`config.mk`:
```
export PLATFORM = sky130hd
export DESIGN_NAME = operand_demux
export DESIGN_NICKNAME = d
export VERILOG_FILES = /design/src/rtl/operand_demux.sv
export SDC_FILE = /design/constraint.sdc
export NUM_CORES = 1
export LEC_CHECK = 0
export CAP_MARGIN = 40
export CORE_UTILIZATION = 40
export CTS_CLUSTER_SIZE = 24
export DETAILED_ROUTE_END_ITERATION = 10
export PLACE_DENSITY = 0.8
export SYNTH_ARGS = -nofsm -noshare
export SYNTH_HDL_FRONTEND = slang
export SYNTH_SLANG_ARGS = --single-unit
```
`constraint.sdc`:
```
create_clock -name clk -period 2.9 [get_ports clk]
set_input_delay 0.58 -clock clk [delete_from_list [all_inputs] [get_ports clk]]
set_output_delay 0.58 -clock clk [all_outputs]
set_load 0.02 [all_outputs]
```
`src/rtl/operand_demux.sv`:
```
// operand_demux
// -------------
// One-entry buffered 1-to-2 demultiplexer. An upstream beat (in_data, in_sel)
// is captured on an input handshake and offered on channel 0 or channel 1 the
// next cycle. The entry is held until that channel's consumer accepts it. A new
// beat may be captured on the same edge the held beat leaves, so a fully ready
// stream moves one beat per cycle and may switch channels every beat.
//
// Handshake rule (all three interfaces): a transfer happens on a rising clk
// edge where valid and ready are both 1. A producer holds valid and data
// stable until that transfer. ready never depends on the same side's valid.
//
// Ports
//   clk, rst_n           clock, synchronous active-low reset
//   in_valid/in_ready    upstream handshake
//   in_data, in_sel      upstream word and destination (0 = ch0, 1 = ch1)
//   out0_valid/_ready    channel 0 handshake, out0_data channel 0 word
//   out1_valid/_ready    channel 1 handshake, out1_data channel 1 word
//   sel_q                select of the most recently accepted beat
//   cnt0, cnt1           completed transfers per channel, wrapping at 256
module operand_demux #(
    parameter int WIDTH = 8
) (
    input  logic             clk,
    input  logic             rst_n,
    input  logic             in_valid,
    input  logic [WIDTH-1:0] in_data,
    input  logic             in_sel,
    output logic             in_ready,
    output logic             out0_valid,
    output logic [WIDTH-1:0] out0_data,
    input  logic             out0_ready,
    output logic             out1_valid,
    output logic [WIDTH-1:0] out1_data,
    input  logic             out1_ready,
    output logic             sel_q,
    output logic [7:0]       cnt0,
    output logic [7:0]       cnt1
);

    typedef enum logic [1:0] {
        IDLE  = 2'd0,
        HOLD0 = 2'd1,
        HOLD1 = 2'd2
    } state_t;

    state_t           state;
    state_t           state_nxt;
    logic [WIDTH-1:0] data_q;
    logic             in_hs;
    logic             out0_hs;
    logic             out1_hs;

    // Next-state and handshake decode. in_ready follows only the ready of the
    // channel currently holding the entry, so the entry can be replaced on the
    // edge it drains without a bubble.
    always_comb begin
        state_nxt = state;
        in_ready  = 1'b1;
        out0_hs   = 1'b0;
        out1_hs   = 1'b0;

        case (state)
            IDLE:    in_ready = 1'b1;
            HOLD0: begin
                in_ready = out0_ready;
                out0_hs  = out0_ready;
            end
            HOLD1: begin
                in_ready = out1_ready;
                out1_hs  = out1_ready;
            end
            default: in_ready = 1'b1;
        endcase

        in_hs = in_valid & in_ready;

        if (in_hs) begin
            state_nxt = in_sel ? HOLD1 : HOLD0;
        end else if (out0_hs || out1_hs) begin
            state_nxt = IDLE;
        end
    end

    always_ff @(posedge clk) begin
        if (!rst_n) begin
            state  <= IDLE;
            data_q <= '0;
            sel_q  <= 1'b0;
            cnt0   <= 8'd0;
            cnt1   <= 8'd0;
        end else begin
            state <= state_nxt;
            if (in_hs) begin
                data_q <= in_data;
                sel_q  <= in_sel;
            end
            if (out0_hs) cnt0 <= cnt0 + 8'd1;
            if (out1_hs) cnt1 <= cnt1 + 8'd1;
        end
    end

    // Only the active channel shows the stored word; the idle one reads zero.
    always_comb begin
        out0_valid = (state == HOLD0);
        out1_valid = (state == HOLD1);
        out0_data  = out0_valid ? data_q : '0;
        out1_data  = out1_valid ? data_q : '0;
    end

endmodule

```
# Word-level counts from Yosys, hierarchy flattened

Cells that the tools add are included.

Equality and inequality tests: 2
Bitwise gates (word level): 1
Add/sub/neg operators: 2
Multiplexer cells: 8
Reductions and logical operators: 2

Operator list:

| cell                                           | count |
|---|---|
| adder 8 x 1 -> 8 bit (second input constant)   | 2 |
| two-way mux 8 bit                              | 2 |
| two-way mux 2 bit                              | 3 |
| == test 2 x 1 -> 1 bit (second input constant) | 1 |
| == test 2 bit (second input constant)          | 1 |
| two-way mux 1 bit                              | 2 |
| case mux 1 bit (2 select lines)                | 1 |
| nonzero test 2 bit                             | 1 |
| AND 1 bit                                      | 1 |
| logical OR 1 bit                               | 1 |

Word-level logic and storage cells: 20
Flip-flop bits (word level): 27
Output and inout port bits: 36
Input port bits: 14

# Depth between registers and ports, before layout

Gate-level depths: netlist of run 1.

Depth in word-level cells: 5
Depth in mapped cells: 6
Mapped depth without buffers: 5

# Worst setup path after synthesis of run 1

No wires, ideal clock.

Kind: register to output
Start: reg state[1]
End: out out0_data[0]
Buffers on the path: 1
Stages on the path, launching flop included: 5
Setup slack: 1.102 ns
Required time: 2.320 ns
Arrival: 1.218 ns
Path through: dfxtp_1 > inv_1 > ha_1 > clkbuf_1 > and2_1

Longest elaborated chain between the ends: 2

Ends and longest elaborated chain:

| item                   | RTL line | text |
|---|---|---|
| from (decl)            | 47       | `state_t state;` |
| from (signal assigned) | 93       | `state <= state_nxt;` |
| == test 2 x 1 -> 1 bit | 105      | `out0_valid = (state == HOLD0);` |
| named net out0_valid   | 30       | `output logic out0_valid,` |
| two-way mux 8 bit      | 107      | `out0_data = out0_valid ? data_q : '0;` |
| to (decl)              | 31       | `output logic [WIDTH-1:0] out0_data,` |

The timed path passes the listed nets, and every way through them passes these cells.

# Worst setup path in the final report of run 1

Start: reg state[0]
End: out in_ready

Longest elaborated chain between the ends: 2
Elaborated cells between the ends (all ways): 3
Those cells by class: 2 x eq/ne; 1 x mux

Ends and longest elaborated chain:

| item                                                    | RTL line | text |
|---|---|---|
| == test 2 bit or == test 2 x 1 -> 1 bit (tied branches) | 63       | `case (state)` |
| case mux 1 bit (2 select lines) *                       | 63       |  |
| to (decl)                                               | 29       | `output logic in_ready,` |

Mark *: on every way between the ends. The rest lies on a longest branch, timed or not.

==> run_summary.xml, run 1 <==
<?xml version="1.0" encoding="UTF-8"?>
<metrics>
  <group name="floorplan">
    <metric name="chipWidth" unit="um">59.1</metric>
    <metric name="initial_utilization" unit="%">42.4</metric>
    <metric name="floorplan.die.height" unit="um">59.1</metric>
    <metric name="core-area" unit="mm^2">0.00308</metric>
    <metric name="ioPinCount" unit="">50</metric>
    <metric name="num_rows" unit="">20</metric>
    <metric name="fp.dieArea" unit="mm^2">0.00350</metric>
  </group>
  <group name="clocking">
    <metric name="h-tree-depth" unit="">1</metric>
    <metric name="clock-sinks" unit="">27</metric>
    <metric name="maximum_number_of_buffers_from_clock_root_to_sink" unit="">2</metric>
    <metric name="cts_tree" unit="">yes</metric>
    <metric name="cts_buffers" unit="">3</metric>
    <metric name="holdBufCountCts" unit="">0</metric>
    <metric name="path_clk_slew" unit="ns">0.15</metric>
    <metric name="root_buffer_cell" unit="">sky130_fd_sc_hd__clkbuf_4</metric>
    <metric name="worst_skew_pair.late_latency" unit="ns">0.32</metric>
    <metric name="postCtsSetupBuffers" unit="">0</metric>
    <metric name="cts_repair_resize_count" unit="">0</metric>
  </group>
  <group name="timing">
    <metric name="final.setup.tns" unit="ns">0</metric>
    <metric name="worst_hold_slack" unit="ns">0.478</metric>
    <metric name="achievable-frequency" unit="MHz">363</metric>
    <metric name="max_slew_margin" unit="%">66.6</metric>
    <metric name="slew_viol_final" unit="">0</metric>
    <metric name="timing.final.hold_violations" unit="">0</metric>
    <metric name="post-route-period-util" unit="%">95.0</metric>
    <metric name="clock-skew-final" unit="ns">0.00545</metric>
    <metric name="count_of_final_setup_violators" unit="">0</metric>
    <metric name="tightest_slew" unit="ns">0.502</metric>
    <metric name="rsz0062_at_grt" unit="">no</metric>
    <metric name="post-route-min-period" unit="ns">2.76</metric>
  </group>
  <group name="synth">
    <metric name="postSynthRegisterBits" unit="">27</metric>
    <metric name="mappedNetlistArea" unit="mm^2">0.00131</metric>
    <metric name="mappedNetlistNets" unit="">173</metric>
    <metric name="sequential_cell_area_fraction_in_the_yosys_report" unit="%">41.4</metric>
    <metric name="synth_cell_types" unit="">25</metric>
    <metric name="syn-mean-instance-area" unit="um^2">8.43</metric>
    <metric name="yosys_warnings" unit="">0</metric>
    <metric name="synthCells" unit="">155</metric>
  </group>
  <group name="pwr">
    <metric name="total_leakage_power" unit="nW">0.694</metric>
    <metric name="power.density_cell_area" unit="mW/mm^2">367</metric>
    <metric name="highest_ir_drop_seen_on_vdd" unit="V">0.000165</metric>
  </group>
  <group name="detailed_routing">
    <metric name="dr_total_vias" unit="">1255</metric>
    <metric name="drt.antenna.violating_nets" unit="">0</metric>
    <metric name="drt-wirelength-per-cell" unit="um">12.2</metric>
    <metric name="dr.first_iter.drc_count" unit="">42</metric>
    <metric name="total_iterations_of_the_first_detailed_routing_run" unit="">4</metric>
    <metric name="drc" unit="">0</metric>
    <metric name="routed_wl" unit="um">3050</metric>
    <metric name="vias_per_cell" unit="">5.02</metric>
  </group>
  <group name="final_layout">
    <metric name="fillCellCount" unit="">268</metric>
    <metric name="final_cell_area" unit="mm^2">0.00189</metric>
    <metric name="finish.net_count" unit="">225</metric>
    <metric name="stdcell_count" unit="">250</metric>
    <metric name="n_antenna_cell" unit="">0</metric>
    <metric name="area_growth" unit="%">44.3</metric>
    <metric name="layout.area.seq" unit="um^2">541</metric>
    <metric name="area_of_combinational_cells_with_multiple_inputs" unit="um^2">721</metric>
    <metric name="final_core_util" unit="%">61.3</metric>
    <metric name="final_layout_size_suffix_gt1_share" unit="%">5.34</metric>
  </group>
  <group name="grt">
    <metric name="antenna_found_initial" unit="">0</metric>
    <metric name="grt.total_usage" unit="%">18.6</metric>
    <metric name="grt_first_pass_wirelength" unit="um">4990</metric>
    <metric name="largest_net_degree_at_the_start_of_global_routing" unit="">17</metric>
    <metric name="via_count_of_the_first_global_routing_pass" unit="">1183</metric>
    <metric name="globalRouteOverflowTotal" unit="">0</metric>
  </group>
  <group name="placement">
    <metric name="instance_count_after_placement_with_tap_cells_included" unit="">246</metric>
    <metric name="io_buffers" unit="">49</metric>
    <metric name="place.gp.congestion" unit="">0.812</metric>
    <metric name="dpl-instance-area" unit="mm^2">0.00186</metric>
    <metric name="post-dp-hpwl" unit="um">2270</metric>
  </group>
  <group name="critical_path">
    <metric name="critical_path_peak_fanout" unit="">16</metric>
    <metric name="cp_data_required_time" unit="ns">2.32</metric>
    <metric name="cp.arrival" unit="ns">2.18</metric>
    <metric name="setup.worst_path.class" unit="">flip-flop to primary output</metric>
    <metric name="worstSetupEndpointType" unit="">primary output</metric>
    <metric name="startpoint_type" unit="">flip-flop</metric>
  </group>
  <group name="job">
    <metric name="max_cap_viol_count" unit="">0</metric>
  </group>
  <group name="min_path">
    <metric name="type_of_the_most_critical_hold_path" unit="">flip-flop to flip-flop</metric>
  </group>
  <group name="status">
    <metric name="outcome" unit="">finished clean</metric>
  </group>
</metrics>
==> sequential cells by signal (all words and copies together) (netlist names) <==
signal  count
sel_q       1
state       2
data_q      8
cnt0        8
cnt1        8
==> cells in the final DEF (no fill, tap or decap), types with 3 or more instances in the layout <==
master,n
sky130_fd_sc_hd__clkdlybuf4s50_1,49
sky130_fd_sc_hd__dfxtp_1,27
sky130_fd_sc_hd__buf_4,3
sky130_fd_sc_hd__nor2_1,4
sky130_fd_sc_hd__nand2b_1,3
sky130_fd_sc_hd__nand3_1,10
sky130_fd_sc_hd__nand2_1,27
sky130_fd_sc_hd__mux2i_1,11
sky130_fd_sc_hd__xor2_1,3
sky130_fd_sc_hd__nand4_1,3
sky130_fd_sc_hd__or3_1,4
sky130_fd_sc_hd__o31ai_1,4
sky130_fd_sc_hd__or4_1,3
sky130_fd_sc_hd__a21oi_1,11
sky130_fd_sc_hd__ha_1,4
sky130_fd_sc_hd__and2_1,16
sky130_fd_sc_hd__o21ai_0,5
sky130_fd_sc_hd__inv_1,7
sky130_fd_sc_hd__clkbuf_4,3
==> logic make-up after synthesis <==
kind of cell / after synthesis / share of synthesized area [%]
compound gates: 23 / 10.4
xor+xnor: 4 / 2.68
fa+ha+maj: 4 / 3.83
buf+inv: 12 / 3.45
flops: 27 / 41.4
mux: 11 / 8.43
simple gates: 74 / 29.8
==> layout make-up <==
type | count | share of cell area [%]
timing repair buffer | 52 | 27.2
sequential | 27 | 28.7
inverter | 7 | 1.39
clock buffer | 3 | 1.19
multi-input combinational | 116 | 38.2
clock inverter | 1 | 0.398
tap | 44 | 2.92
==> final timing paths <==
kind	from	endpoint	slack (ns)	cells after the start
worst max-delay path	state[0]	in_ready	0.14	4
worst min-delay path	sel_q	sel_q	0.48	2
worst max register to register	state[0]	cnt1[5]	1.03	5
worst min register to register	sel_q	sel_q	0.48	2
==> power by group <==
| group | total (mW) | switching, mW | leakage (nW) | internal, mW |
|---|---|---|---|---|
| clock network | 0.164 | 0.111 | 0.0139 | 0.0526 |
| registers | 0.397 | 0.0109 | 0.220 | 0.386 |
| logic | 0.132 | 0.0677 | 0.461 | 0.0638 |
| total | 0.692 | 0.190 | 0.694 | 0.503 |
==> through the flow <==
step	setup WS (ns)	total power, mW
final	0.144	0.692
after CTS	0.118	0.699
after floorplan	1.10	0.476
after detailed placement	0.317	0.537
after global routing	0.0484	0.727
after global placement	0.300	0.533
==> synthesized netlist by cell type <==
master                     count  area [um^2]
sky130_fd_sc_hd__nor2_1        4         15.0
sky130_fd_sc_hd__or3_2         1         7.51
sky130_fd_sc_hd__o31ai_1       4         30.0
sky130_fd_sc_hd__a21oi_1      11         55.1
sky130_fd_sc_hd__xor2_1        3         26.3
sky130_fd_sc_hd__xnor2_1       1         8.76
sky130_fd_sc_hd__a22oi_1       1         7.51
sky130_fd_sc_hd__or3_1         4         25.0
sky130_fd_sc_hd__and2_1       16          100
sky130_fd_sc_hd__o21ai_0       5         25.0
sky130_fd_sc_hd__or4_1         3         22.5
sky130_fd_sc_hd__dfxtp_1      27          541
sky130_fd_sc_hd__nand2b_1      3         18.8
sky130_fd_sc_hd__a221o_2       1         11.3
sky130_fd_sc_hd__inv_1         7         26.3
sky130_fd_sc_hd__nand4_2       1         12.5
sky130_fd_sc_hd__nand4_1       3         18.8
sky130_fd_sc_hd__nand3_1      10         50.1
sky130_fd_sc_hd__o211ai_1      1         7.51
sky130_fd_sc_hd__nor4_1        1         6.26
sky130_fd_sc_hd__ha_1          4         50.1
sky130_fd_sc_hd__nand2_1      27          101
sky130_fd_sc_hd__nand2_4       1         11.3
sky130_fd_sc_hd__clkbuf_1      5         18.8
sky130_fd_sc_hd__mux2i_1      11          110
==> metal layers <==
| layer | up-vias | routed length [um] | GRT usage [%] |
|---|---|---|---|
| met1 | 577 | 1340 | 21.3 |
| met5 | - | 0 | 0 |
| met3 | 2 | 187 | 3.71 |
| met4 | 0 | 17 | 5.10 |
| li1 | 637 | - | - |
| met2 | 39 | 1510 | 34.9 |
==> worst max-delay path, stage by stage (launching register included) <==
cell and delay [ns]:
sky130_fd_sc_hd__dfxtp_1 0.39, sky130_fd_sc_hd__inv_1 0.06, sky130_fd_sc_hd__ha_1 0.37, sky130_fd_sc_hd__a221o_2 0.47, sky130_fd_sc_hd__clkdlybuf4s50_1 0.56
Power figures use the tool's default switching activity.
==> run 2: changes to the inputs <==
Settings changed: CTS_BUF_LIST from default to sky130_fd_sc_hd__clkbuf_8.
==> run 2 against run 1 <==
Compared with the run above:
- critical path depth did not move
- critical endpoint unchanged
- final area is 1.0% higher
- clock skew decreased by 0.0015 ns
- cell count unchanged
- power is 7.0% higher
- via count grew 0.24%
- register-to-register slack is essentially flat
- wire length rose by 0.16%
- count of clock-buffer cells in the layout is the same
==> run_summary.xml, run 2 (synthesized netlist as in run 1, its figures left out) <==
<?xml version="1.0" encoding="UTF-8"?>
<metrics>
  <group name="status">
    <metric name="outcome" unit="">finished clean</metric>
  </group>
  <group name="detailed_routing">
    <metric name="dr_total_vias" unit="">1258</metric>
    <metric name="total_iterations_of_the_first_detailed_routing_run" unit="">4</metric>
    <metric name="dr.first_iter.drc_count" unit="">41</metric>
    <metric name="vias_per_cell" unit="">5.03</metric>
    <metric name="drc" unit="">0</metric>
    <metric name="drt-wirelength-per-cell" unit="um">12.2</metric>
    <metric name="drt.antenna.violating_nets" unit="">0</metric>
    <metric name="routed_wl" unit="um">3050</metric>
  </group>
  <group name="placement">
    <metric name="io_buffers" unit="">49</metric>
    <metric name="instance_count_after_placement_with_tap_cells_included" unit="">246</metric>
    <metric name="dpl_worst_slack" unit="ns">0.317</metric>
    <metric name="place.gp.congestion" unit="">0.812</metric>
    <metric name="post-dp-hpwl" unit="um">2270</metric>
  </group>
  <group name="critical_path">
    <metric name="critical_path_peak_fanout" unit="">16</metric>
    <metric name="reg2reg_depth" unit="">5</metric>
    <metric name="worstSetupEndpointType" unit="">primary output</metric>
    <metric name="cp_data_required_time" unit="ns">2.32</metric>
    <metric name="cp.arrival" unit="ns">2.11</metric>
    <metric name="startpoint_type" unit="">flip-flop</metric>
    <metric name="setup.worst_path.class" unit="">flip-flop to primary output</metric>
  </group>
  <group name="clocking">
    <metric name="clock-sinks" unit="">27</metric>
    <metric name="holdBufCountCts" unit="">0</metric>
    <metric name="h-tree-depth" unit="">1</metric>
    <metric name="cts_buffers" unit="">3</metric>
    <metric name="postCtsSetupBuffers" unit="">0</metric>
    <metric name="path_clk_slew" unit="ns">0.09</metric>
    <metric name="maximum_number_of_buffers_from_clock_root_to_sink" unit="">2</metric>
    <metric name="cts_repair_resize_count" unit="">0</metric>
    <metric name="root_buffer_cell" unit="">sky130_fd_sc_hd__clkbuf_8</metric>
    <metric name="worst_skew_pair.late_latency" unit="ns">0.27</metric>
    <metric name="cts_tree" unit="">yes</metric>
  </group>
  <group name="pwr">
    <metric name="switchingPower" unit="mW">0.194</metric>
    <metric name="netSwitchingFraction" unit="%">26.2</metric>
    <metric name="pwr-share-clk" unit="%">28.7</metric>
    <metric name="highest_ir_drop_seen_on_vdd" unit="V">0.000192</metric>
    <metric name="cell_internal_pwr" unit="mW">0.547</metric>
    <metric name="total_leakage_power" unit="nW">0.702</metric>
    <metric name="power.combinational.fraction" unit="%">17.8</metric>
    <metric name="seq_power_share" unit="%">53.5</metric>
    <metric name="power.density_cell_area" unit="mW/mm^2">389</metric>
  </group>
  <group name="grt">
    <metric name="grt_first_pass_wirelength" unit="um">5010</metric>
    <metric name="globalRouteOverflowTotal" unit="">0</metric>
    <metric name="groute.layer.met2.usage" unit="%">34.9</metric>
    <metric name="grt.total_usage" unit="%">18.8</metric>
    <metric name="via_count_of_the_first_global_routing_pass" unit="">1190</metric>
    <metric name="grt_most_used_layer" unit="">met2</metric>
    <metric name="antenna_found_initial" unit="">0</metric>
    <metric name="largest_net_degree_at_the_start_of_global_routing" unit="">17</metric>
    <metric name="grt_use_met3" unit="%">4.37</metric>
    <metric name="globalRouteMet1Util" unit="%">21.3</metric>
  </group>
  <group name="timing">
    <metric name="post-route-min-period" unit="ns">2.69</metric>
    <metric name="post-route-period-util" unit="%">92.6</metric>
    <metric name="timing.final.ws_setup" unit="ns">0.214</metric>
    <metric name="clock-skew-final" unit="ns">0.00399</metric>
    <metric name="max_slew_margin" unit="%">66.6</metric>
    <metric name="timing.final.hold_violations" unit="">0</metric>
    <metric name="final.setup.tns" unit="ns">0</metric>
    <metric name="count_of_final_setup_violators" unit="">0</metric>
    <metric name="achievable-frequency" unit="MHz">372</metric>
    <metric name="rsz0062_at_grt" unit="">no</metric>
    <metric name="slew_viol_final" unit="">0</metric>
    <metric name="tightest_slew" unit="ns">0.502</metric>
  </group>
  <group name="floorplan">
    <metric name="ioPinCount" unit="">50</metric>
    <metric name="chipWidth" unit="um">59.1</metric>
    <metric name="initial_utilization" unit="%">42.4</metric>
    <metric name="num_rows" unit="">20</metric>
    <metric name="core-area" unit="mm^2">0.00308</metric>
    <metric name="floorplan.die.height" unit="um">59.1</metric>
    <metric name="fp.dieArea" unit="mm^2">0.00350</metric>
  </group>
  <group name="min_path">
    <metric name="type_of_the_most_critical_hold_path" unit="">flip-flop to flip-flop</metric>
    <metric name="min_path_cells" unit="">2</metric>
  </group>
  <group name="final_layout">
    <metric name="final_cell_mix" unit="">sky130_fd_sc_hd__clkdlybuf4s50_1 (49), sky130_fd_sc_hd__nand2_1 (27), sky130_fd_sc_hd__dfxtp_1 (27), sky130_fd_sc_hd__and2_1 (16)</metric>
    <metric name="n_antenna_cell" unit="">0</metric>
    <metric name="stdcell_count" unit="">250</metric>
    <metric name="area_growth" unit="%">45.8</metric>
    <metric name="largestRegisters" unit="">cnt0 x8, cnt1 x8, data_q x8</metric>
    <metric name="final_layout_size_suffix_gt1_share" unit="%">5.34</metric>
    <metric name="finish.net_count" unit="">225</metric>
    <metric name="layout.cells.most_common" unit="">sky130_fd_sc_hd__clkdlybuf4s50_1</metric>
  </group>
  <group name="job">
    <metric name="max_cap_viol_count" unit="">0</metric>
  </group>
</metrics>
-- run 2: layout make-up --
type | count | area (um^2)
clock buffers | 3 | 41.3
clock inverters | 1 | 7.51
fillers | 262 | 1170
inverters | 7 | 26.3
multi-input cells | 116 | 721
flip-flops and latches | 27 | 541
well taps | 44 | 55.1
repair buffers | 52 | 513
-- run 2: worst paths after layout --
| check | from | end | slack (ns) |
|---|---|---|---|
| max | state[0] | in_ready | 0.21 |
| max reg2reg | state[0] | cnt1[5] | 1.03 |
| min reg2reg | sel_q | sel_q | 0.47 |
| min | sel_q | sel_q | 0.47 |
-- run 2: stage by stage --
step	utilization (%)	hold slack [ns]	total power, mW	area, um^2
floorplan	-	0.442	0.476	1310
global placement	60.3	0.449	0.533	1860
detailed placement	60.3	0.457	0.537	1860
CTS	61.9	0.476	0.748	1900
global route	61.9	0.503	0.777	1900
finish	61.9	0.472	0.741	1900
-- run 2: critical path: stages (launching register included) --
cell and delay [ns]:
sky130_fd_sc_hd__dfxtp_1 0.37, sky130_fd_sc_hd__inv_1 0.06, sky130_fd_sc_hd__ha_1 0.37, sky130_fd_sc_hd__a221o_2 0.47, sky130_fd_sc_hd__clkdlybuf4s50_1 0.56
-- run 2: metal layers --
metal	routed length [um]	share of wire (%)	up-vias
met5	0	0	-
met3	191	6.3	2
li1	-	-	636
met2	1500	49	43
met4	16	0.52	0
met1	1350	44	577
-- run 2: power groups by stage --
stage / logic, mW / clock network (mW) / registers, mW
2_1_floorplan: 0.0700 / 0 / 0.406
3_3_place_gp: 0.129 / 0 / 0.404
3_5_place_dp: 0.132 / 0 / 0.405
4_1_cts: 0.132 / 0.219 / 0.397
5_1_grt: 0.143 / 0.235 / 0.399
6_report: 0.132 / 0.213 / 0.397
==> run 3: changes to the inputs <==
Settings changed: SLEW_MARGIN from default to 10.
==> results of run 3 <==
Final layout, timing and power as in run 2 (identical DEF).
